File: src/rtl/alu_pkg.sv
// Purpose: shared encodings for the bit-serial ALU (ALU_control codes, slice ops, FSM states).
// Latency: n/a (package only).
// Backpressure: n/a (package only).
package alu_pkg;

    // ALU_control encodings seen on the issue interface
    localparam logic [3:0] ALU_CTRL_AND = 4'b0000;
    localparam logic [3:0] ALU_CTRL_OR  = 4'b0001;
    localparam logic [3:0] ALU_CTRL_ADD = 4'b0010;
    localparam logic [3:0] ALU_CTRL_SUB = 4'b0110;
    localparam logic [3:0] ALU_CTRL_SLT = 4'b0111;
    localparam logic [3:0] ALU_CTRL_NOR = 4'b1100;

    // 1-bit slice operation select
    localparam logic [1:0] SLICE_AND = 2'b00;
    localparam logic [1:0] SLICE_OR  = 2'b01;
    localparam logic [1:0] SLICE_ADD = 2'b10;
    localparam logic [1:0] SLICE_SET = 2'b11;

    typedef enum logic [1:0] {
        IDLE = 2'd0,
        RUN  = 2'd1,
        FIX  = 2'd2
    } state_t;

    // Decoded controls, latched once per operation
    typedef struct packed {
        logic       a_invert;
        logic       b_invert;
        logic [1:0] op;
        logic       arith;   // ADD/SUB: drives cout and overflow
        logic       slt;     // needs the FIX cycle
        logic       legal;   // unsupported codes force a zero result
    } ctrl_t;

    function automatic ctrl_t decode_ctrl(input logic [3:0] code);
        ctrl_t d;
        d       = '0;
        d.op    = SLICE_AND;
        d.legal = 1'b1;
        case (code)
            ALU_CTRL_AND: d.op = SLICE_AND;
            ALU_CTRL_OR:  d.op = SLICE_OR;
            ALU_CTRL_ADD: begin
                d.op    = SLICE_ADD;
                d.arith = 1'b1;
            end
            ALU_CTRL_SUB: begin
                d.op       = SLICE_ADD;
                d.b_invert = 1'b1;
                d.arith    = 1'b1;
            end
            ALU_CTRL_SLT: begin
                d.op       = SLICE_SET;
                d.b_invert = 1'b1;
                d.slt      = 1'b1;
            end
            ALU_CTRL_NOR: begin
                d.op       = SLICE_AND;
                d.a_invert = 1'b1;
                d.b_invert = 1'b1;
            end
            default: d.legal = 1'b0;
        endcase
        return d;
    endfunction

endpackage

File: src/rtl/alu_serial_bit.sv
// Purpose: combinational 1-bit ALU slice (and/or/add/set with operand inversion).
// Latency: zero cycles, purely combinational.
// Backpressure: none; evaluated every cycle the controller drives it.
// Ports: a, b operand bits; A_invert/B_invert invert them; cin carry in; op slice select;
//        result selected output bit; cout carry out; sum full-adder sum (used for SLT sign).
module alu_serial_bit
    import alu_pkg::*;
(
    input  logic       a,
    input  logic       b,
    input  logic       A_invert,
    input  logic       B_invert,
    input  logic       cin,
    input  logic [1:0] op,
    output logic       result,
    output logic       cout,
    output logic       sum
);

    logic a_eff;
    logic b_eff;

    always_comb begin
        a_eff  = a ^ A_invert;
        b_eff  = b ^ B_invert;
        sum    = a_eff ^ b_eff ^ cin;
        cout   = (a_eff & b_eff) | (a_eff & cin) | (b_eff & cin);
        result = 1'b0;
        case (op)
            SLICE_AND: result = a_eff & b_eff;
            SLICE_OR:  result = a_eff | b_eff;
            SLICE_ADD: result = sum;
            // SET yields 0 in every position; the controller fills bit 0
            // with the corrected sign during the FIX cycle.
            default:   result = 1'b0;
        endcase
    end

endmodule

File: src/rtl/alu_serial_ctrl.sv
// Purpose: bit-serial ALU sequencer driving one 1-bit slice LSB first for WIDTH cycles.
// Latency: done WIDTH cycles after the accepting edge (WIDTH+1 for SLT); start accepted in the done cycle.
// Backpressure: none; start is only sampled while idle, starts during busy are dropped.
// Ports: clk, rst (sync, active-high); start/ALU_control/src1/src2 request;
//        busy, done pulse, result/zero/cout/overflow held from done until the next done.
// WIDTH must be >= 2 and 2**CNT_W must exceed WIDTH.
module alu_serial_ctrl
    import alu_pkg::*;
#(
    parameter int WIDTH = 32,
    parameter int CNT_W = 6
) (
    input  logic             clk,
    input  logic             rst,
    input  logic             start,
    input  logic [3:0]       ALU_control,
    input  logic [WIDTH-1:0] src1,
    input  logic [WIDTH-1:0] src2,
    output logic             busy,
    output logic             done,
    output logic [WIDTH-1:0] result,
    output logic             zero,
    output logic             cout,
    output logic             overflow
);

    state_t           state_q;
    state_t           state_d;
    logic             accept;
    logic             last_bit;

    ctrl_t            ctrl_d;
    ctrl_t            ctrl_q;
    logic [WIDTH-1:0] a_sr;
    logic [WIDTH-1:0] b_sr;
    // Holds the WIDTH-1 bits already produced; the final bit joins them in
    // the last RUN cycle, so the full word never needs to be stored here.
    logic [WIDTH-2:0] result_sr;
    logic [CNT_W-1:0] cnt_q;
    logic             carry_q;
    logic             slt_ovf_q;
    logic             slt_sum_q;

    logic             slice_res;
    logic             slice_cout;
    logic             slice_sum;
    logic [WIDTH-1:0] res_next;
    logic [WIDTH-1:0] final_res;
    logic             msb_ovf;
    logic             slt_bit;

    assign ctrl_d = decode_ctrl(ALU_control);

    alu_serial_bit u_bit (
        .a        (a_sr[0]),
        .b        (b_sr[0]),
        .A_invert (ctrl_q.a_invert),
        .B_invert (ctrl_q.b_invert),
        .cin      (carry_q),
        .op       (ctrl_q.op),
        .result   (slice_res),
        .cout     (slice_cout),
        .sum      (slice_sum)
    );

    assign res_next  = {slice_res, result_sr};
    assign final_res = ctrl_q.legal ? res_next : '0;
    // In the MSB cycle carry_q is the carry into the MSB.
    assign msb_ovf   = carry_q ^ slice_cout;
    // Sign of a-b corrected for signed overflow gives the less-than bit.
    assign slt_bit   = slt_sum_q ^ slt_ovf_q;
    assign busy      = (state_q != IDLE);

    always_ff @(posedge clk) begin
        if (rst) begin
            state_q <= IDLE;
        end else begin
            state_q <= state_d;
        end
    end

    always_comb begin
        state_d  = state_q;
        accept   = 1'b0;
        last_bit = 1'b0;
        case (state_q)
            IDLE: begin
                if (start) begin
                    accept  = 1'b1;
                    state_d = RUN;
                end
            end
            RUN: begin
                if (cnt_q == CNT_W'(WIDTH - 1)) begin
                    last_bit = 1'b1;
                    state_d  = ctrl_q.slt ? FIX : IDLE;
                end
            end
            FIX:     state_d = IDLE;
            default: state_d = IDLE;
        endcase
    end

    always_ff @(posedge clk) begin
        if (rst) begin
            ctrl_q    <= '0;
            a_sr      <= '0;
            b_sr      <= '0;
            result_sr <= '0;
            cnt_q     <= '0;
            carry_q   <= 1'b0;
            slt_ovf_q <= 1'b0;
            slt_sum_q <= 1'b0;
            done      <= 1'b0;
            result    <= '0;
            zero      <= 1'b0;
            cout      <= 1'b0;
            overflow  <= 1'b0;
        end else begin
            done <= 1'b0;
            if (accept) begin
                ctrl_q    <= ctrl_d;
                a_sr      <= src1;
                b_sr      <= src2;
                result_sr <= '0;
                cnt_q     <= '0;
                // Subtraction forms a + ~b + 1; NOR inverts b but must not add.
                carry_q   <= ctrl_d.b_invert & (ctrl_d.arith | ctrl_d.slt);
            end else if (state_q == RUN) begin
                a_sr      <= a_sr >> 1;
                b_sr      <= b_sr >> 1;
                result_sr <= res_next[WIDTH-1:1];
                carry_q   <= slice_cout;
                cnt_q     <= cnt_q + CNT_W'(1);
                if (last_bit) begin
                    if (ctrl_q.slt) begin
                        slt_ovf_q <= msb_ovf;
                        slt_sum_q <= slice_sum;
                    end else begin
                        done     <= 1'b1;
                        result   <= final_res;
                        zero     <= (final_res == '0);
                        cout     <= ctrl_q.arith & slice_cout;
                        overflow <= ctrl_q.arith & msb_ovf;
                    end
                end
            end else if (state_q == FIX) begin
                done     <= 1'b1;
                result   <= {{(WIDTH-1){1'b0}}, slt_bit};
                zero     <= ~slt_bit;
                cout     <= 1'b0;
                overflow <= slt_ovf_q;
            end
        end
    end

endmodule

File: config.mk
export PLATFORM = sky130hd
export DESIGN_NAME = alu_serial_ctrl
export DESIGN_NICKNAME = d
export VERILOG_FILES = /design/src/rtl/alu_pkg.sv /design/src/rtl/alu_serial_bit.sv /design/src/rtl/alu_serial_ctrl.sv
export SDC_FILE = /design/constraint.sdc
export NUM_CORES = 1
export LEC_CHECK = 0
export ABC_AREA = 1
export BUFFER_PORTS_ARGS = -buffer_cell sky130_fd_sc_hd__buf_2
export CORE_ASPECT_RATIO = 1.25
export CORE_MARGIN = 3
export CORE_UTILIZATION = 50
export CTS_BUF_LIST = sky130_fd_sc_hd__clkbuf_4
export CTS_CLUSTER_SIZE = 25
export DETAILED_ROUTE_END_ITERATION = 10
export PLACE_DENSITY = 0.73
export REMOVE_ABC_BUFFERS = 1
export SETUP_SLACK_MARGIN = 0.15
export SYNTH_ARGS = -nofsm -noshare
export SYNTH_HDL_FRONTEND = slang
export SYNTH_HIERARCHICAL = 1
export SYNTH_SLANG_ARGS = --single-unit
File: constraint.sdc
create_clock -name clk -period 4.63 [get_ports clk]
set_input_delay 0.2315 -clock clk [delete_from_list [all_inputs] [get_ports clk]]
set_output_delay 0.2315 -clock clk [all_outputs]
set_load 0.05 [all_outputs]
# ---- Word-level counts from Yosys, hierarchy flattened
# Cells that the tools add are included.
dict set report totals {
  regBits 149
  latchBits 0
  mem_bits_rw 0
  romBits 0
  in_bits 71
  memories 0
}
dict set report classes {
  n_addsub 1
  n_mul 0
  div_mod_pow 0
  order_cmp 0
  n_eq_ne 14
  shift 0
  mux 42
  bitwise 18
  n_reduce_logical 14
}
# cell n
set ops {}
lappend ops {{two-way mux 32 bit} 9}
lappend ops {{logical NOT 32 bit} 1}
lappend ops {{two-way mux 1 bit} 27}
lappend ops {{== test 4 x 3 -> 1 bit (second input constant)} 2}
lappend ops {{inequality test 2 bit (second input constant)} 4}
lappend ops {{AND reduction 4 bit} 2}
lappend ops {{adder 6 x 1 -> 6 bit (second input constant)} 1}
lappend ops {{bitwise AND 1 bit} 6}
lappend ops {{== test 6 x 5 -> 1 bit (second input constant)} 1}
lappend ops {{two-way mux 2 bit} 3}
lappend ops {{one-hot mux 2 bit (3 select lines)} 1}
lappend ops {{nonzero test 2 bit} 3}
lappend ops {{OR reduction 6 bit} 1}
lappend ops {{bitwise XOR 1 bit} 6}
lappend ops {{== test 2 x 1 -> 1 bit (second input constant)} 2}
lappend ops {{== test 2 bit (second input constant)} 2}
lappend ops {{== test 4 x 1 -> 1 bit (second input constant)} 1}
lappend ops {{== test 4 x 2 -> 1 bit (second input constant)} 1}
lappend ops {{== test 4 bit (second input constant)} 1}
lappend ops {{logical NOT 2 bit} 2}
lappend ops {{logical NOT 4 bit} 1}
lappend ops {{OR 1 bit} 4}
lappend ops {{one-hot mux 2 bit (2 select lines)} 1}
lappend ops {{OR reduction 2 bit} 2}
lappend ops {{4 further kinds} 5}

# ---- Longest topological paths before layout
# Gate-level depths: netlist of run 1.
dict set report logic_depth {
  depth_word 9
  ltp_mapped 12
}

# ---- Hierarchy
# The synthesis of run 1 kept the hierarchy.
# module n_inst cells_each area_per_inst_um2
set by_module_without_submodules {}
lappend by_module_without_submodules {alu_serial_ctrl 1 865 6266.0}
lappend by_module_without_submodules {alu_serial_bit 1 14 102.6}

# ---- Least setup slack after synthesis of run 1
# Ideal clock, no wire load.
dict set report synth_timing {
  kind {reg2reg}
  from {register ctrl_q[6] (netlist bit)}
  to {register zero}
  setup_time_ps 70
  t_arrival_ps 1703
  setup_slack_ps 2857
  stages_incl_launch_ff 13
  n_path_buf 0
  synth_period_minus_slack_ps 1773
  path_cell_list {dfxtp_1 xnor2_1 inv_1 fa_1 nand3_1 nand3_1 nand2_1 inv_1 nor2_1 nand2_1 nor2_1 nand3_1 a21oi_1}
}
dict set report synth_between {
  elab_chain_len 9
}
# item line_no
set synth_lines {}
lappend synth_lines {{from (decl)} alu_serial_ctrl.sv:33} ;# ctrl_t ctrl_q;
lappend synth_lines {{from (signal assigned)} alu_serial_ctrl.sv:122} ;# ctrl_q <= ctrl_d;
lappend synth_lines {{bitwise XOR 1 bit} alu_serial_bit.sv:24} ;# a_eff = a ^ A_invert;
lappend synth_lines {{bitwise XOR 1 bit (2 in a row)} alu_serial_bit.sv:26} ;# sum = a_eff ^ b_eff ^ cin;
lappend synth_lines {{via slice_sum} alu_serial_ctrl.sv:46} ;# logic slice_sum;
lappend synth_lines {{one-hot mux 1 bit (3 select lines)} alu_serial_bit.sv:29} ;# case (op)
lappend synth_lines {{via slice_res} alu_serial_ctrl.sv:44} ;# logic slice_res;
lappend synth_lines {{two-way mux 32 bit} alu_serial_ctrl.sv:67} ;# assign final_res = ctrl_q.legal ? res_next : '0;
lappend synth_lines {{logical NOT 32 bit} alu_serial_ctrl.sv:142} ;# zero <= (final_res == '0);
lappend synth_lines {{two-way mux 1 bit} alu_serial_ctrl.sv:136} ;# if (ctrl_q.slt) begin
lappend synth_lines {{two-way mux 1 bit} alu_serial_ctrl.sv:135} ;# if (last_bit) begin
lappend synth_lines {{two-way mux 1 bit} alu_serial_ctrl.sv:129} ;# end else if (state_q == RUN) begin
lappend synth_lines {{to (signal assigned)} alu_serial_ctrl.sv:142}
lappend synth_lines {{to (signal assigned)} alu_serial_ctrl.sv:150} ;# zero <= ~slt_bit;
lappend synth_lines {{to (decl)} alu_serial_ctrl.sv:22} ;# output logic zero,
# The timed path passes the listed nets, and every way through them passes these cells. The select of a mux whose other input is x is not followed.
# A chain may end at the register's enable or synchronous reset.

# ---- Final worst setup path of run 1
dict set report layout_timing {
  from {register state_q[0]}
  to {register b_sr[25]}
}
dict set report layout_between {
  elab_chain_len 3
}
# item line_no
set layout_lines {}
lappend layout_lines {{from (decl)} alu_serial_ctrl.sv:27} ;# state_t state_q;
lappend layout_lines {{from (signal assigned)} alu_serial_ctrl.sv:78} ;# state_q <= state_d;
lappend layout_lines {{logical NOT 2 bit} alu_serial_ctrl.sv:86} ;# case (state_q)
lappend layout_lines {{two-way mux 1 bit} alu_serial_ctrl.sv:86}
lappend layout_lines {{two-way mux 32 bit / nonzero test 2 bit (equally long branches)} --}
lappend layout_lines {{to (signal assigned)} alu_serial_ctrl.sv:124} ;# b_sr <= src2;
lappend layout_lines {{to (signal assigned)} alu_serial_ctrl.sv:131} ;# b_sr <= b_sr >> 1;
lappend layout_lines {{to (decl)} alu_serial_ctrl.sv:35} ;# logic [WIDTH-1:0] b_sr;
# Parallel ways exist; a longest one is shown, timed or not.

==> PnR_summary.wiki, run 1 <==
{| class="wikitable"
! Metric !! Value
|-
| Via-to-Cell Ratio || 5.33
|-
| Total setup violations reported at the end of the flow || 0
|-
| Yosys synthesis warning count || 6
|-
| Post-Synthesis Cell Area || around 6400 µm²
|-
| DR top layer || met4
|-
| Diode count || 0
|-
| Total number of vias || 6328
|-
| Leading cell type by number of instances after synthesis || nand2_1
|-
| Hold-critical path depth || 4
|-
| Via count of the first global-routing pass || 5959
|-
| Area delta synth->final || 22.9%
|-
| Power density over the cells || approximately 470 nW/µm²
|-
| Initial Util || 51.9%
|-
| Synth area leader || dfxtp_1
|-
| List of most frequent post-synthesis cells || 289 x nand2_1, 149 x dfxtp_1, 94 x nand3_1
|-
| Die ar. || 14100 µm²
|-
| Hold EP || carry_q
|-
| CTS tree || built
|-
| Global routing usage summed across all routing layers || 23.5%
|-
| Primary FF master, synth || dfxtp_1
|-
| End of the worst register-to-register path || b_sr[25]
|-
| Number of standard cells after synthesis || 879
|-
| Clock latency on the worst-skew pair || 0.54 ns
|-
| Launching instance or port of the critical path || state_q[0]
|-
| Delay of the slowest cell on the worst path || 0.79 ns
|-
| Area fraction of the dominant cell type after synthesis || 46.8%
|-
| Worst clock skew || 0.0181 ns
|-
| Clock net sink count || between 100 and 150
|-
| Overall Power || around 0.0037 W
|-
| Core occupancy in the finished layout || 63.8%
|-
| Sequence of cells on the critical path || inv_1 -> ha_1 -> nand2_2 -> buf_4 -> nand2_1 -> inv_2 -> nand2_1 -> a31oi_1
|-
| Pre-Repair DR Iteration Count || 7
|-
| Count of instances resized after the clock tree is built || 0
|-
| Sequential Area || 2980 µm²
|-
| Total met2 wirelength after detailed routing || 8.03 mm
|-
| Fin. max-slew vios || 0
|-
| Count of antenna-violating nets left after detailed routing || 0
|-
| Floorplan Core Area || 12300 µm²
|-
| Number of cells traversed by the worst register-to-register path || 8
|-
| Row cnt || 45
|-
| Post-detail-place hpwl || 9.27 mm
|-
| Post-synthesis cell type count || 28
|-
| Overflow left after global routing || 0
|-
| Flip-flop and latch count after synthesis || 149
|-
| Worst EP arrival || between 3 and 4 ns
|-
| Area used by multi-input combinational logic || 3000 µm²
|-
| Master of the slowest instance on the critical path || inv_2
|-
| Critical Path End Type || register
|-
| Final GP Congestion || 0.808
|-
| Normalized max-slew margin || 30.2%
|-
| Critical path fanouts, max || 67
|-
| Required arrival time at the worst endpoint || 5.10 ns
|-
| Sum of routed wire segments on met1 || 7.04 mm
|-
| Syn Area/Cell || 7.25 µm²
|-
| Critical path class || register to register
|-
| Unrepaired setup endpoints after global routing || no
|-
| Sum of buffers and inverters on the critical path || 3
|-
| Slew at the pin with the worst max-slew slack || approximately 1.0 ns
|-
| Post-detailed-routing wire length || 16.4 mm
|-
| Count of unresolved DRC violations after routing || 0
|-
| Maximum number of pins on one net before global-route repair || 79
|-
| Gate family responsible for the most delay along the worst path || buffers and inverters
|-
| Height of the chip || 132 µm
|-
| Shortest clock period the worst path allows after layout || 2.77 ns
|-
| Fraction of the cycle the final worst path needs || approximately 60%
|-
| Static leakage power || 2.98 nW
|-
| Max-Cap Viols || 0
|-
| Peak Freq || 361 MHz
|-
| Number of flops mapped to enable cells by yosys || 0
|-
| I/O pin count || 108
|-
| Clock root buffer || clkbuf_4
|-
| Antenna violations before repair || 0
|-
| Share of the yosys chip area belonging to registers || 46.8%
|-
| Cell type with the highest occurrence count on the critical path || nand2_1
|-
| Sort of element at the start of the critical path || register
|-
| Drt first-iter violations || between 400 and 500
|-
| Global-route wire length before repair || 27.7 mm
|-
| Main area contributors after synthesis || dfxtp_1 47%, nand2_1 17%, nand3_1 7.4%
|-
| Total CTS buffers || 17
|-
| Async set or reset register ratio after synthesis || 0%
|-
| Setup slack, reg-to-reg || 1.86 ns
|-
| Result of the run || finished, final reports clean
|-
| Mean routed wirelength per cell || 13.8 µm
|-
| Fill cell count || about 1100
|-
| Fraction of layout instances using a drive strength above 1 || 15.6%
|-
| Worst min-delay path category || input pin to register
|-
| IO buf count || 107
|-
| Overall die width || 107 µm
|-
| Worst-case vdd ir drop || 295 µV
|-
| Number of hold-slack violations in the final timing report || 0
|-
| DR WL met3 || about 1000 µm
|-
| Hold Crit Start || ALU_control[3]
|-
| Count of nets after finishing || 1090
|-
| Number of buffers on the longest clock path || 2
|-
| Reg-to-reg critical path startpoint || state_q[0]
|-
| Clk pin slew, worst setup/hold paths || about 0.13 ns
|-
| Level count of the clock H-tree || 4
|}
[worst max-delay path by stage]
stage	endpoint	slack, ns	cells after the start
4_1_cts	a_sr[26]	1.91	8
2_1_floorplan	a_sr[0]	-0.22	7
3_3_place_gp	a_sr[12]	1.99	8
6_report	b_sr[25]	1.86	8
3_5_place_dp	a_sr[13]	1.92	8
5_1_grt	b_sr[25]	1.59	8
[cell usage in the layout (no fill, tap or decap), drive strengths merged]
cell type	Yosys	final
a21oi	79	79
a31oi	65	65
buf	23	113
bufinv	0	2
clkbuf	42	17
clkinv	1	9
clkinvlp	0	3
dfxtp	149	149
dlygate4sd3	0	65
fa	1	1
ha	7	7
inv	30	32
nand2	291	291
nand3	94	94
nand3b	2	2
nand4	13	13
nor2	42	42
nor3	5	5
o21ai	21	21
o22ai	1	1
or2	10	10
xnor2	3	3
[flip-flops by register name (all words and copies together) (netlist names), 2 cells and up]
register / flops
state_q: 2
a_sr: 32
cnt_q: 6
ctrl_q: 7
b_sr: 32
result_sr: 31
result: 32
[stage by stage]
step	worst slack (ns)	hold slack, ns	std cells	area [µm²]	setup TNS, ns
5_1_grt	1.59	0.0329	1188	7830	0
3_3_place_gp	1.99	0.440	1091	6890	0
2_1_floorplan	-0.217	0.301	814	6090	-14.17
6_report	1.86	0.0458	1188	7830	0
3_5_place_dp	1.92	0.451	1091	6890	0
4_1_cts	1.91	0.00202	1188	7830	0
[tightest hold or removal path, stage by stage]
cell and delay, ns:
buf_2 0.11, nor2_1 0.08, nand2_1 0.07, a21oi_1 0.06
[layer usage]
metal / vias to the layer above / global-route usage, %
met1: 2886 / 30.7
met2: 202 / 37.6
met3: 39 / 5.49
met4: 0 / 9.17
met5: - / 0
li1: 3201 / -
[logic make-up (layout without fill, tap and decap cells)]
kind of cell             Yosys count  count (layout)  synth area share, %
AND/OR/NAND/NOR                  457             457                 30.3
AO/OA/AOI/OAI                    166             166                 14.5
flip-flops                       149             149                 46.8
buffers and inverters             96             241                 6.25
adder cells (fa/ha/maj)            8               8                 1.69
XOR/XNOR                           3               3                0.413
[cell type report]
class                           count  area share (%)
Clock buffer                       17            1.63
Clock inverter                     15            2.00
Inverter                           31            1.49
Multi-Input combinational cell    634            38.4
Sequential cell                   149            38.1
Tap cell                          164            2.62
Timing Repair Buffer              178            15.8
[what timing repair did]
item,4_1_cts,5_1_grt
endpoints found under the hold margin,65,0
setup endpoints to repair,0,0
hold buffers,65,0
setup buffers,0,0
[report_power, final]
group          total (W)  internal [W]  switching (W)  leakage, nW
Combinational    0.00135      0.000336        0.00101         1.63
Sequential       0.00152       0.00144      0.0000867         1.21
Clock           0.000802      0.000322       0.000480        0.144
Total            0.00367       0.00209        0.00158         2.98
(Power assumes the default switching activity.)
==> run 2: changes to the inputs <==
- clock period: 4.63 -> 2.6 ns (I/O delays scaled with it)
==> PnR_summary.wiki, run 2 (same netlist as run 1, synthesis figures left out) <==
{| class="wikitable"
! Metric !! Value
|-
| Normalized max-slew margin || 66.5% (+36 points)
|-
| Max-Cap Viols || 0 (unchanged)
|-
| Drt first-iter violations || 378 (-12%)
|-
| Floorplan Core Area || 12300 µm² (unchanged)
|-
| Row cnt || 45 (unchanged)
|-
| Registers with the most flip-flops || a_sr: 32 flops, b_sr: 32 flops, result: 32 flops
|-
| Number of hold-slack violations in the final timing report || 0 (unchanged)
|-
| Static leakage power || 3.13 nW (+4.8%)
|-
| Overall die width || 107 µm (unchanged)
|-
| Final GP Congestion || 0.793 (-1.8%)
|-
| Unrepaired setup endpoints after global routing || no
|-
| Worst clock skew || 0.0174 ns (-0.000690 ns)
|-
| Mean routed wirelength per cell || 13.4 µm (-3.1%)
|-
| Pre-Repair DR Iteration Count || 5 (-2)
|-
| Peak Freq || 434 MHz (+20%)
|-
| Fraction of the cycle the final worst path needs || 88.6% (+29 points)
|-
| Post-detailed-routing wire length || 16.2 mm (-1.6%)
|-
| Post-placement worst setup slack || 0.517 ns (-1.40 ns)
|-
| IO buf count || 107 (unchanged)
|-
| Number of buffers on the longest clock path || 2 (unchanged)
|-
| I/O pin count || 108 (unchanged)
|-
| Post-route worst setup slack || 0.297 ns (-1.56 ns)
|-
| Post-detail-place hpwl || 9.44 mm (+1.8%)
|-
| Critical path class || register to register
|-
| Commonest non-fill, non-tap cell in the layout || nand2_1
|-
| Die ar. || 14100 µm² (unchanged)
|-
| Fraction of layout instances using a drive strength above 1 || 16.1% (+0.48 points)
|-
| Required arrival time at the worst endpoint || 3.10 ns (-2.00 ns)
|-
| Worst EP arrival || 2.80 ns (-0.44 ns)
|-
| Result of the run || finished, final reports clean
|-
| Critical path fanouts, max || 34 (-49%)
|-
| Global-route wire length before repair || 27.7 mm (about the same)
|-
| Sum of routed wire segments on met1 || 6.88 mm (-2.3%)
|-
| Count of unresolved DRC violations after routing || 0 (unchanged)
|-
| Total setup violations reported at the end of the flow || 0 (unchanged)
|-
| Slew at the pin with the worst max-slew slack || 0.503 ns (-0.542 ns)
|-
| Power density over the cells || 860 nW/µm² (+83%)
|-
| Sequential Area || 2980 µm² (unchanged)
|-
| Level count of the clock H-tree || 4 (unchanged)
|-
| Clock root buffer || clkbuf_4
|-
| Tightest hold margin || 0.0563 ns (+0.0105 ns)
|-
| Total number of vias || 6414 (+1.4%)
|-
| Via count of the first global-routing pass || 6013 (+0.91%)
|-
| Diode count || 0 (unchanged)
|-
| Fin. max-slew vios || 0 (unchanged)
|-
| Clock latency on the worst-skew pair || 0.54 ns (about the same)
|-
| DR WL met3 || 954 µm (-4.4%)
|-
| Maximum number of pins on one net before global-route repair || 96 (+22%)
|-
| Area delta synth->final || 27.1%
|-
| Count of nets after finishing || 1109 (+1.7%)
|-
| Antenna violations before repair || 0 (unchanged)
|-
| Shortest clock period the worst path allows after layout || 2.30 ns (-0.470 ns)
|-
| Highest-count cells in the layout ignoring fill and taps || 288 x nand2_1, 149 x dfxtp_1, 106 x buf_2, 94 x nand3_1, 79 x a21oi_1
|-
| Global routing usage summed across all routing layers || 23.3% (-0.23 points)
|-
| Area used by multi-input combinational logic || 3000 µm² (unchanged)
|-
| Setup tns final || 0 ns (unchanged)
|-
| Clk pin slew, worst setup/hold paths || 0.13 ns (about the same)
|-
| Initial Util || 51.9% (unchanged)
|-
| Worst min-delay path category || input pin to register
|-
| DR top layer || met4
|-
| Worst-case vdd ir drop || 485 µV (+64%)
|-
| Fill cell count || 1127 (-0.089%)
|-
| Via-to-Cell Ratio || 5.31 (-0.24%)
|-
| Count of antenna-violating nets left after detailed routing || 0 (unchanged)
|-
| Total CTS buffers || 17 (unchanged)
|-
| Critical Path End Type || register
|-
| CTS tree || built
|-
| Overflow left after global routing || 0 (unchanged)
|-
| Height of the chip || 132 µm (unchanged)
|-
| Core occupancy in the finished layout || 65.9% (+2.2 points)
|-
| Sort of element at the start of the critical path || register
|-
| Total met2 wirelength after detailed routing || 8.12 mm (+1.1%)
|-
| Clock net sink count || 149 (unchanged)
|}
## run 2: repair_timing
action,CTS,global route
hold endpoints to repair,74,0
resized for setup,0,2
hold buffers,77,0
setup buffers,0,0
setup endpoints to repair,0,5
## run 2: area by class of cell
cell class,count,share of cell area (%)
clock buffers,19,1.76
inverters,31,1.44
repair buffers,197,17.8
well taps,164,2.54
clock inverters,13,2.54
flip-flops and latches,149,36.9
multi-input cells,634,37.1
## run 2: final timing paths
check                                start         end  slack [ns]  cells after the start
worst max-delay path            state_q[1]     a_sr[4]        0.30                      9
worst min-delay path                 start  state_q[0]        0.06                      4
worst max register to register  state_q[1]     a_sr[4]        0.30                      9
worst min register to register  result[17]  result[17]        0.46                      2
## run 2: routing by layer
layer  up-vias  track usage (%)
li1       3234                -
met1      2915             29.7
met2       236             38.8
met3        29             5.93
met4         0             6.89
met5         -                0
## run 2: through the flow
stage | area [µm²] | cells | total power (W)
4_1_cts | 8090 | 1207 | 0.00696
3_5_place_dp | 6970 | 1098 | 0.00516
5_1_grt | 8090 | 1207 | 0.00741
3_3_place_gp | 6970 | 1098 | 0.00515
2_1_floorplan | 6090 | 814 | 0.00432
6_report | 8090 | 1207 | 0.00696
## run 2: power by group
group / switching, W / total, W / leakage (nW) / internal [W]
Clock: 0.000814 / 0.00169 / 0.181 / 0.000880
Sequential: 0.000155 / 0.00271 / 1.21 / 0.00256
Combinational: 0.00184 / 0.00256 / 1.73 / 0.000722
Total: 0.00281 / 0.00696 / 3.13 / 0.00416
## run 2: worst max-delay path: stages, from the launching register on
cell           delay, ns
dfxtp_1             0.35
inv_1               0.10
ha_4                0.22
inv_1               0.25
nand2_1             0.13
inv_2               0.08
buf_4               0.32
nand2_1             0.10
a31oi_1             0.14
dlygate4sd3_1       0.57
